===== src/rtl/alu_exec_unit_if.sv =====
// Request/response bundle between the ALU control stage and the execute-stage ALU.
// The unit itself takes the slave view; the issuing stage takes the master view.
`timescale 1ns/1ps
interface alu_exec_unit_if #(
    parameter int DATA_WIDTH  = 64,
    parameter int SHAMT_WIDTH = 6
);
    logic                   InValid;
    logic                   InReady;
    logic [3:0]             ALUCtrlLine;
    logic [DATA_WIDTH-1:0]  A;
    logic [DATA_WIDTH-1:0]  B;
    logic [SHAMT_WIDTH-1:0] Shamt;
    logic                   OutValid;
    logic                   OutReady;
    logic [DATA_WIDTH-1:0]  Result;
    logic                   Zero;
    logic                   Negative;
    logic                   Carry;
    logic                   Overflow;
    logic                   IllegalOp;

    modport slave (
        input  InValid, ALUCtrlLine, A, B, Shamt, OutReady,
        output InReady, OutValid, Result, Zero, Negative, Carry, Overflow, IllegalOp
    );

    modport master (
        output InValid, ALUCtrlLine, A, B, Shamt, OutReady,
        input  InReady, OutValid, Result, Zero, Negative, Carry, Overflow, IllegalOp
    );
endinterface


===== src/rtl/alu_exec_unit.sv =====
// Handshaked LEGv8 execute-stage ALU: one-cycle logic/arithmetic ops, bit-serial
// shifts, registered result and NZCV flags held until the consumer takes them.
`timescale 1ns/1ps
module alu_exec_unit #(
    parameter int DATA_WIDTH  = 64,
    parameter int SHAMT_WIDTH = 6
) (
    input  logic           CLK,
    input  logic           RESET,
    alu_exec_unit_if.slave aluBus
);
    localparam int MSB = DATA_WIDTH - 1;

    localparam logic [3:0] OP_AND   = 4'd0;
    localparam logic [3:0] OP_OR    = 4'd1;
    localparam logic [3:0] OP_ADD   = 4'd2;
    localparam logic [3:0] OP_LSL   = 4'd3;
    localparam logic [3:0] OP_LSR   = 4'd4;
    localparam logic [3:0] OP_SUB   = 4'd6;
    localparam logic [3:0] OP_PASSB = 4'd7;
    localparam logic [3:0] OP_PASSX = 4'd8;

    localparam logic [1:0] IDLE  = 2'd0;
    localparam logic [1:0] SHIFT = 2'd1;
    localparam logic [1:0] DONE  = 2'd2;

    logic [1:0]             state;
    logic [DATA_WIDTH-1:0]  workReg;
    logic [SHAMT_WIDTH-1:0] counter;
    logic                   shiftLeft;

    logic [DATA_WIDTH-1:0]  resultReg;
    logic                   zeroReg;
    logic                   negativeReg;
    logic                   carryReg;
    logic                   overflowReg;
    logic                   illegalReg;

    logic                   accept;
    logic                   opIsShift;
    logic [DATA_WIDTH:0]    sumWide;
    logic [DATA_WIDTH:0]    diffWide;
    logic [DATA_WIDTH-1:0]  singleResult;
    logic                   singleCarry;
    logic                   singleOverflow;
    logic                   singleIllegal;
    logic [DATA_WIDTH-1:0]  shiftNext;
    logic                   shiftOut;

    // RESET gates InReady directly so nothing is accepted on a reset edge.
    assign aluBus.InReady   = (state == IDLE) && !RESET;
    assign aluBus.OutValid  = (state == DONE);
    assign aluBus.Result    = resultReg;
    assign aluBus.Zero      = zeroReg;
    assign aluBus.Negative  = negativeReg;
    assign aluBus.Carry     = carryReg;
    assign aluBus.Overflow  = overflowReg;
    assign aluBus.IllegalOp = illegalReg;

    assign accept    = aluBus.InValid && aluBus.InReady;
    assign opIsShift = (aluBus.ALUCtrlLine == OP_LSL) || (aluBus.ALUCtrlLine == OP_LSR);

    // Subtraction is A + ~B + 1, so the carry-out means "no borrow".
    assign sumWide  = {1'b0, aluBus.A} + {1'b0, aluBus.B};
    assign diffWide = {1'b0, aluBus.A} + {1'b0, ~aluBus.B} + {{DATA_WIDTH{1'b0}}, 1'b1};

    always_comb begin
        // NOTE: every output of a combinational block gets a default first so no
        // path through the case leaves it unassigned, which would infer a latch.
        singleResult   = '0;
        singleCarry    = 1'b0;
        singleOverflow = 1'b0;
        singleIllegal  = 1'b0;
        unique case (aluBus.ALUCtrlLine)
            OP_AND: singleResult = aluBus.A & aluBus.B;
            OP_OR:  singleResult = aluBus.A | aluBus.B;
            OP_ADD: begin
                singleResult   = sumWide[MSB:0];
                singleCarry    = sumWide[DATA_WIDTH];
                singleOverflow = (aluBus.A[MSB] == aluBus.B[MSB]) &&
                                 (sumWide[MSB] != aluBus.A[MSB]);
            end
            OP_SUB: begin
                singleResult   = diffWide[MSB:0];
                singleCarry    = diffWide[DATA_WIDTH];
                singleOverflow = (aluBus.A[MSB] != aluBus.B[MSB]) &&
                                 (diffWide[MSB] != aluBus.A[MSB]);
            end
            OP_PASSB, OP_PASSX: singleResult = aluBus.B;
            // Zero-distance shift completes immediately with A unchanged.
            OP_LSL, OP_LSR: singleResult = aluBus.A;
            default: singleIllegal = 1'b1;
        endcase
    end

    assign shiftNext = shiftLeft ? (workReg << 1) : (workReg >> 1);
    assign shiftOut  = shiftLeft ? workReg[MSB] : workReg[0];

    always_ff @(posedge CLK) begin
        // NOTE: state registers use non-blocking assignments so every register
        // samples the values from before this edge, independent of statement order.
        if (RESET) begin
            state       <= IDLE;
            workReg     <= '0;
            counter     <= '0;
            shiftLeft   <= 1'b0;
            resultReg   <= '0;
            zeroReg     <= 1'b0;
            negativeReg <= 1'b0;
            carryReg    <= 1'b0;
            overflowReg <= 1'b0;
            illegalReg  <= 1'b0;
        end else begin
            case (state)
                IDLE: begin
                    if (accept) begin
                        illegalReg <= singleIllegal;
                        if (opIsShift && (aluBus.Shamt != '0)) begin
                            state     <= SHIFT;
                            workReg   <= aluBus.A;
                            counter   <= aluBus.Shamt;
                            shiftLeft <= (aluBus.ALUCtrlLine == OP_LSL);
                        end else begin
                            state       <= DONE;
                            resultReg   <= singleResult;
                            zeroReg     <= (singleResult == '0);
                            negativeReg <= singleResult[MSB];
                            carryReg    <= singleCarry;
                            overflowReg <= singleOverflow;
                        end
                    end
                end
                SHIFT: begin
                    workReg <= shiftNext;
                    counter <= counter - SHAMT_WIDTH'(1);
                    // Result and flags are committed once, on the final step.
                    if (counter == SHAMT_WIDTH'(1)) begin
                        state       <= DONE;
                        resultReg   <= shiftNext;
                        zeroReg     <= (shiftNext == '0);
                        negativeReg <= shiftNext[MSB];
                        carryReg    <= shiftOut;
                        overflowReg <= 1'b0;
                    end
                end
                DONE: begin
                    if (aluBus.OutReady) begin
                        state <= IDLE;
                    end
                end
                default: state <= IDLE;
            endcase
        end
    end
endmodule


===== src/flat_wrapper.sv =====
// flat-port wrapper written by rule: the top's interface ports become plain ports
module alu_exec_unit_flat 
#(
    parameter int DATA_WIDTH  = 64,
    parameter int SHAMT_WIDTH = 6
)
  (CLK, RESET, aluBus_InValid, aluBus_ALUCtrlLine, aluBus_A, aluBus_B, aluBus_Shamt, aluBus_OutReady, aluBus_InReady, aluBus_OutValid, aluBus_Result, aluBus_Zero, aluBus_Negative, aluBus_Carry, aluBus_Overflow, aluBus_IllegalOp);
  alu_exec_unit_if #(.DATA_WIDTH(DATA_WIDTH), .SHAMT_WIDTH(SHAMT_WIDTH)) aluBus_i ();
  input  logic CLK;
  input  logic RESET;
  input wire logic [$bits(aluBus_i.InValid)-1:0] aluBus_InValid;
  input wire logic [$bits(aluBus_i.ALUCtrlLine)-1:0] aluBus_ALUCtrlLine;
  input wire logic [$bits(aluBus_i.A)-1:0] aluBus_A;
  input wire logic [$bits(aluBus_i.B)-1:0] aluBus_B;
  input wire logic [$bits(aluBus_i.Shamt)-1:0] aluBus_Shamt;
  input wire logic [$bits(aluBus_i.OutReady)-1:0] aluBus_OutReady;
  output wire logic [$bits(aluBus_i.InReady)-1:0] aluBus_InReady;
  output wire logic [$bits(aluBus_i.OutValid)-1:0] aluBus_OutValid;
  output wire logic [$bits(aluBus_i.Result)-1:0] aluBus_Result;
  output wire logic [$bits(aluBus_i.Zero)-1:0] aluBus_Zero;
  output wire logic [$bits(aluBus_i.Negative)-1:0] aluBus_Negative;
  output wire logic [$bits(aluBus_i.Carry)-1:0] aluBus_Carry;
  output wire logic [$bits(aluBus_i.Overflow)-1:0] aluBus_Overflow;
  output wire logic [$bits(aluBus_i.IllegalOp)-1:0] aluBus_IllegalOp;
  assign aluBus_i.InValid = aluBus_InValid;
  assign aluBus_i.ALUCtrlLine = aluBus_ALUCtrlLine;
  assign aluBus_i.A = aluBus_A;
  assign aluBus_i.B = aluBus_B;
  assign aluBus_i.Shamt = aluBus_Shamt;
  assign aluBus_i.OutReady = aluBus_OutReady;
  assign aluBus_InReady = aluBus_i.InReady;
  assign aluBus_OutValid = aluBus_i.OutValid;
  assign aluBus_Result = aluBus_i.Result;
  assign aluBus_Zero = aluBus_i.Zero;
  assign aluBus_Negative = aluBus_i.Negative;
  assign aluBus_Carry = aluBus_i.Carry;
  assign aluBus_Overflow = aluBus_i.Overflow;
  assign aluBus_IllegalOp = aluBus_i.IllegalOp;
  alu_exec_unit #(.DATA_WIDTH(DATA_WIDTH), .SHAMT_WIDTH(SHAMT_WIDTH)) u_core (.CLK(CLK), .RESET(RESET), .aluBus(aluBus_i));
endmodule

===== config.mk =====
export PLATFORM = sky130hd
export DESIGN_NAME = alu_exec_unit_flat
export DESIGN_NICKNAME = d
export VERILOG_FILES = /design/src/rtl/alu_exec_unit_if.sv /design/src/rtl/alu_exec_unit.sv /design/src/flat_wrapper.sv
export SDC_FILE = /design/constraint.sdc
export NUM_CORES = 1
export LEC_CHECK = 0
export BUFFER_PORTS_ARGS = -buffer_cell sky130_fd_sc_hd__buf_2
export CAP_MARGIN = 15
export CORE_ASPECT_RATIO = 0.75
export CORE_MARGIN = 2
export CORE_UTILIZATION = 41
export CTS_BUF_LIST = sky130_fd_sc_hd__clkbuf_8 sky130_fd_sc_hd__clkbuf_16
export CTS_CLUSTER_DIAMETER = 40
export DETAILED_ROUTE_END_ITERATION = 16
export PLACE_DENSITY = 0.67
export SYNTH_ARGS = -nofsm -noshare
export SYNTH_HDL_FRONTEND = slang
export SYNTH_SLANG_ARGS = --single-unit

===== constraint.sdc =====
create_clock -name CLK -period 9.1 [get_ports CLK]
set_input_delay 0.91 -clock CLK [delete_from_list [all_inputs] [get_ports CLK]]
set_output_delay 0.91 -clock CLK [all_outputs]
set_load 0.01 [all_outputs]

==> impl_metrics.csv <==
group,metric,value,unit
outcome,status,"complete, no violations",
layout,drive_above_1_share,0.133,
route,drc,0,
timing,tightestPinTransition,1.20,ns
floorplanning,die_w,257,µm
route,totalWireLength,109000,µm
synth,synth_cell_types,101,
timing,finalCritPeriodShare,0.696,
clock_network,cts_sinks,141,
route,firstDrtPassIters,6,
setup_path,crit_fanout,6,
synth,synth_seq_cells,141,
layout,nets,3318,
placed_design,dp_hpwl,85100,µm
synth,synthXorXnorAreaFrac,0.00755,
timing,max_freq,0.158,GHz
setup_path,critPathCaptureType,"flop",
timing,fin_crit,6.33,ns
synth,synthArstFlopShare,0,
synth,muxShareOfSynthArea,0.0440,
synth,ys_seq_area_frac,0.143,
placed_design,dp.cells,3583,
timing,finalSetupTns,0,ns
clock_network,cts_resized,0,
flow_run,max-cap-violations,0,
setup_path,required,9.38,ns
synth,synth_nets,3247,
grt,grt_pass1_wl,155000,µm
layout,final_cells,3620,
grt,overflow,0,
power,peakVddDrop,0.146,mV
route,vias_per_cell,6.85,
timing,finalHoldViolations,0,
synth,yosys.area_share.simple,0.247,
floorplanning,die_h,194,µm
placed_design,globalplace.congestion,1.08,
synth,yosys.area_share.adder,0.135,
clock_network,cts_buffer_depth,2,
clock_network,clk_pin_slew_worst_paths,0.06,ns
layout,final_core_util,0.459,
route,antenna_left,0,
synth,syn_avg_cell_area,6.82,µm²
floorplanning,boundaryPins,213,
setup_path,arrival,6.61,ns
worst_hold_path,worstHoldPathType,"flop to flop",
synth,synth_warnings,0,
clock_network,h-tree-depth,4,
layout,area_growth,10.3,%
timing,setup_viol,0,
layout,layout_common_cells,"334 x nand2_1, 301 x nor2_1, 234 x a21oi_1, 215 x inv_1, 212 x buf_2",
grt,antenna_found_initial,9,
route,wl_per_cell,30.1,µm
placed_design,io_buffers,212,
power,leakage,9.03,nW
floorplanning,fp-row-count,69,
clock_network,hold_buffers,0,
route,vias,24800,
setup_path,start_kind,"primary input",
synth,synth_top_family_by_area,"compound AO/OA/AOI/OAI gates",
synth,syn_inst,2894,
timing,rsz0062_at_grt,"no",
timing,maxSlewViolCount,0,
clock_network,clockRootBuffer,"clkbuf_16",
timing,finClkSkew,0.0162,ns
clock_network,cts_setup_buffers,0,
clock_network,cts_buffers,17,
grt,grt_max_degree,93,
route,drt_iter0_markers,3697,
synth,synth_compound_area_frac,0.342,
grt,first_global_vias,22100,
synth,ys.flop_type,"dfxtp_1",
timing,setup_ws,2.77,ns
clock_network,tritoncts,"built",
clock_network,clk_latency,0.45,ns
layout,final_common_cell,"nand2_1",
floorplanning,core_area,0.0474,mm²
floorplanning,dieArea,0.0499,mm²
setup_path,critPathKind,"primary input to flop",
power,cellPowerDensity,122,mW/mm²
grt,grt_usage,0.416,
synth,synth_area,0.0197,mm²
floorplanning,initial_utilization,0.416,
synth,synth-edff-count,0,
placed_design,place_ws,2.78,ns
timing,relSlewSlack,0.202,
[per-layer routing]
| layer | wire [µm] | up-vias | GRT usage |
|---|---|---|---|
| li1 | - | 10800 | - |
| met1 | 50500 | 12100 | 0.644 |
| met2 | 40100 | 1751 | 0.540 |
| met3 | 16100 | 173 | 0.145 |
| met4 | 2140 | 2 | 0.0711 |
| met5 | 13 | - | 0 |
[flip-flops by register name, summed over array words and instances (netlist names)]
register / cells
u_core.aluBus.Result: 64
u_core.aluBus.Overflow: 1
u_core.aluBus.Zero: 1
u_core.shiftLeft: 1
u_core.aluBus.IllegalOp: 1
u_core.state: 2
u_core.workReg: 64
u_core.counter: 6
u_core.aluBus.Carry: 1
[critical path, cell delays in order]
cell and delay (ns):
buf_2 0.18, inv_1 0.06, ha_1 0.39, a21oi_1 0.39, o21ai_0 0.32, nand2b_1 0.22, nand3_1 0.42, a211oi_1 0.84
nor3b_2 0.19, a31oi_1 0.85, o31ai_1 0.33, a31oi_1 0.34, nor3_1 0.08, nor4_1 0.79, o22a_1 0.23, a211oi_1 0.07
[synth_stat cells, types with 7 or more instances]
library cell | n | area share
a2111oi_0 | 8 | 0.0036
a211o_1 | 9 | 0.0040
a211oi_1 | 55 | 0.021
a21o_1 | 34 | 0.013
a21oi_1 | 234 | 0.059
a221o_1 | 38 | 0.019
a221oi_1 | 45 | 0.020
a22oi_1 | 19 | 0.0072
a311oi_1 | 23 | 0.010
a31oi_1 | 33 | 0.010
and2_1 | 17 | 0.0054
and3_1 | 14 | 0.0044
buf_1 | 21 | 0.0040
buf_2 | 32 | 0.0081
clkbuf_1 | 140 | 0.027
dfxtp_1 | 141 | 0.14
ha_1 | 209 | 0.13
inv_1 | 215 | 0.041
mux2_2 | 45 | 0.026
mux2i_1 | 36 | 0.018
nand2_1 | 334 | 0.064
nand2b_1 | 16 | 0.0051
nand3_1 | 60 | 0.015
nand3b_1 | 8 | 0.0030
nand4_1 | 50 | 0.016
nand4b_1 | 7 | 0.0031
nor2_1 | 302 | 0.057
nor2b_1 | 25 | 0.0079
nor3_1 | 87 | 0.022
nor4_1 | 50 | 0.016
o211ai_1 | 55 | 0.021
o21a_1 | 25 | 0.0095
o21ai_0 | 210 | 0.053
o21ai_1 | 7 | 0.0018
o21bai_1 | 22 | 0.0084
o221a_2 | 7 | 0.0040
o221ai_1 | 21 | 0.0093
o22ai_1 | 10 | 0.0032
o31a_1 | 17 | 0.0075
o31ai_1 | 36 | 0.014
or2_2 | 17 | 0.0054
or3_1 | 9 | 0.0029
or4_1 | 9 | 0.0034
xnor2_1 | 16 | 0.0071
[worst paths after layout]
kind                            start                        to  slack [ns]  cells past startpoint
min          u_core.aluBus.Result[28]  u_core.aluBus.Result[28]        0.46                      2
min reg2reg  u_core.aluBus.Result[28]  u_core.aluBus.Result[28]        0.46                      2
max                       aluBus_A[7]  u_core.aluBus.Result[62]        2.77                     16
max reg2reg           u_core.state[0]        u_core.aluBus.Zero        5.34                     12
[through the flow]
| stage | cell area (µm²) | hold slack (ns) | power, W |
|---|---|---|---|
| floorplan | 19700 | 0.448 | 0.00138 |
| global placement | 21100 | 0.443 | 0.00185 |
| detailed placement | 21100 | 0.445 | 0.00185 |
| CTS | 21700 | 0.458 | 0.00257 |
| global route | 21800 | 0.480 | 0.00273 |
| finish | 21800 | 0.462 | 0.00265 |
[cells by family after synthesis]
kind of cell    Yosys count
flops                   141
simple gates           1036
compound gates          993
fa+ha+maj               211
xor+xnor                 17
mux                      81
buf+inv                 415
[report_power, final]
group	total (W)	switching, W	internal (W)
Clock	0.000736	0.000322	0.000414
Sequential	0.000678	0.0000301	0.000648
Combinational	0.00123	0.000867	0.000364
Total	0.00265	0.00122	0.00143
[cell type report]
| class | instances | area [µm²] |
|---|---|---|
| Antenna cell | 3 | 7.51 |
| Clock inverter | 15 | 173 |
| Sequential cell | 141 | 2830 |
| Inverter | 218 | 818 |
| Tap cell | 639 | 800 |
| Timing Repair Buffer | 249 | 1350 |
| Clock buffer | 17 | 425 |
| Fill cell | 4981 | 25600 |
| Multi-Input combinational cell | 2338 | 15400 |
Power figures use the tool's default switching activity.
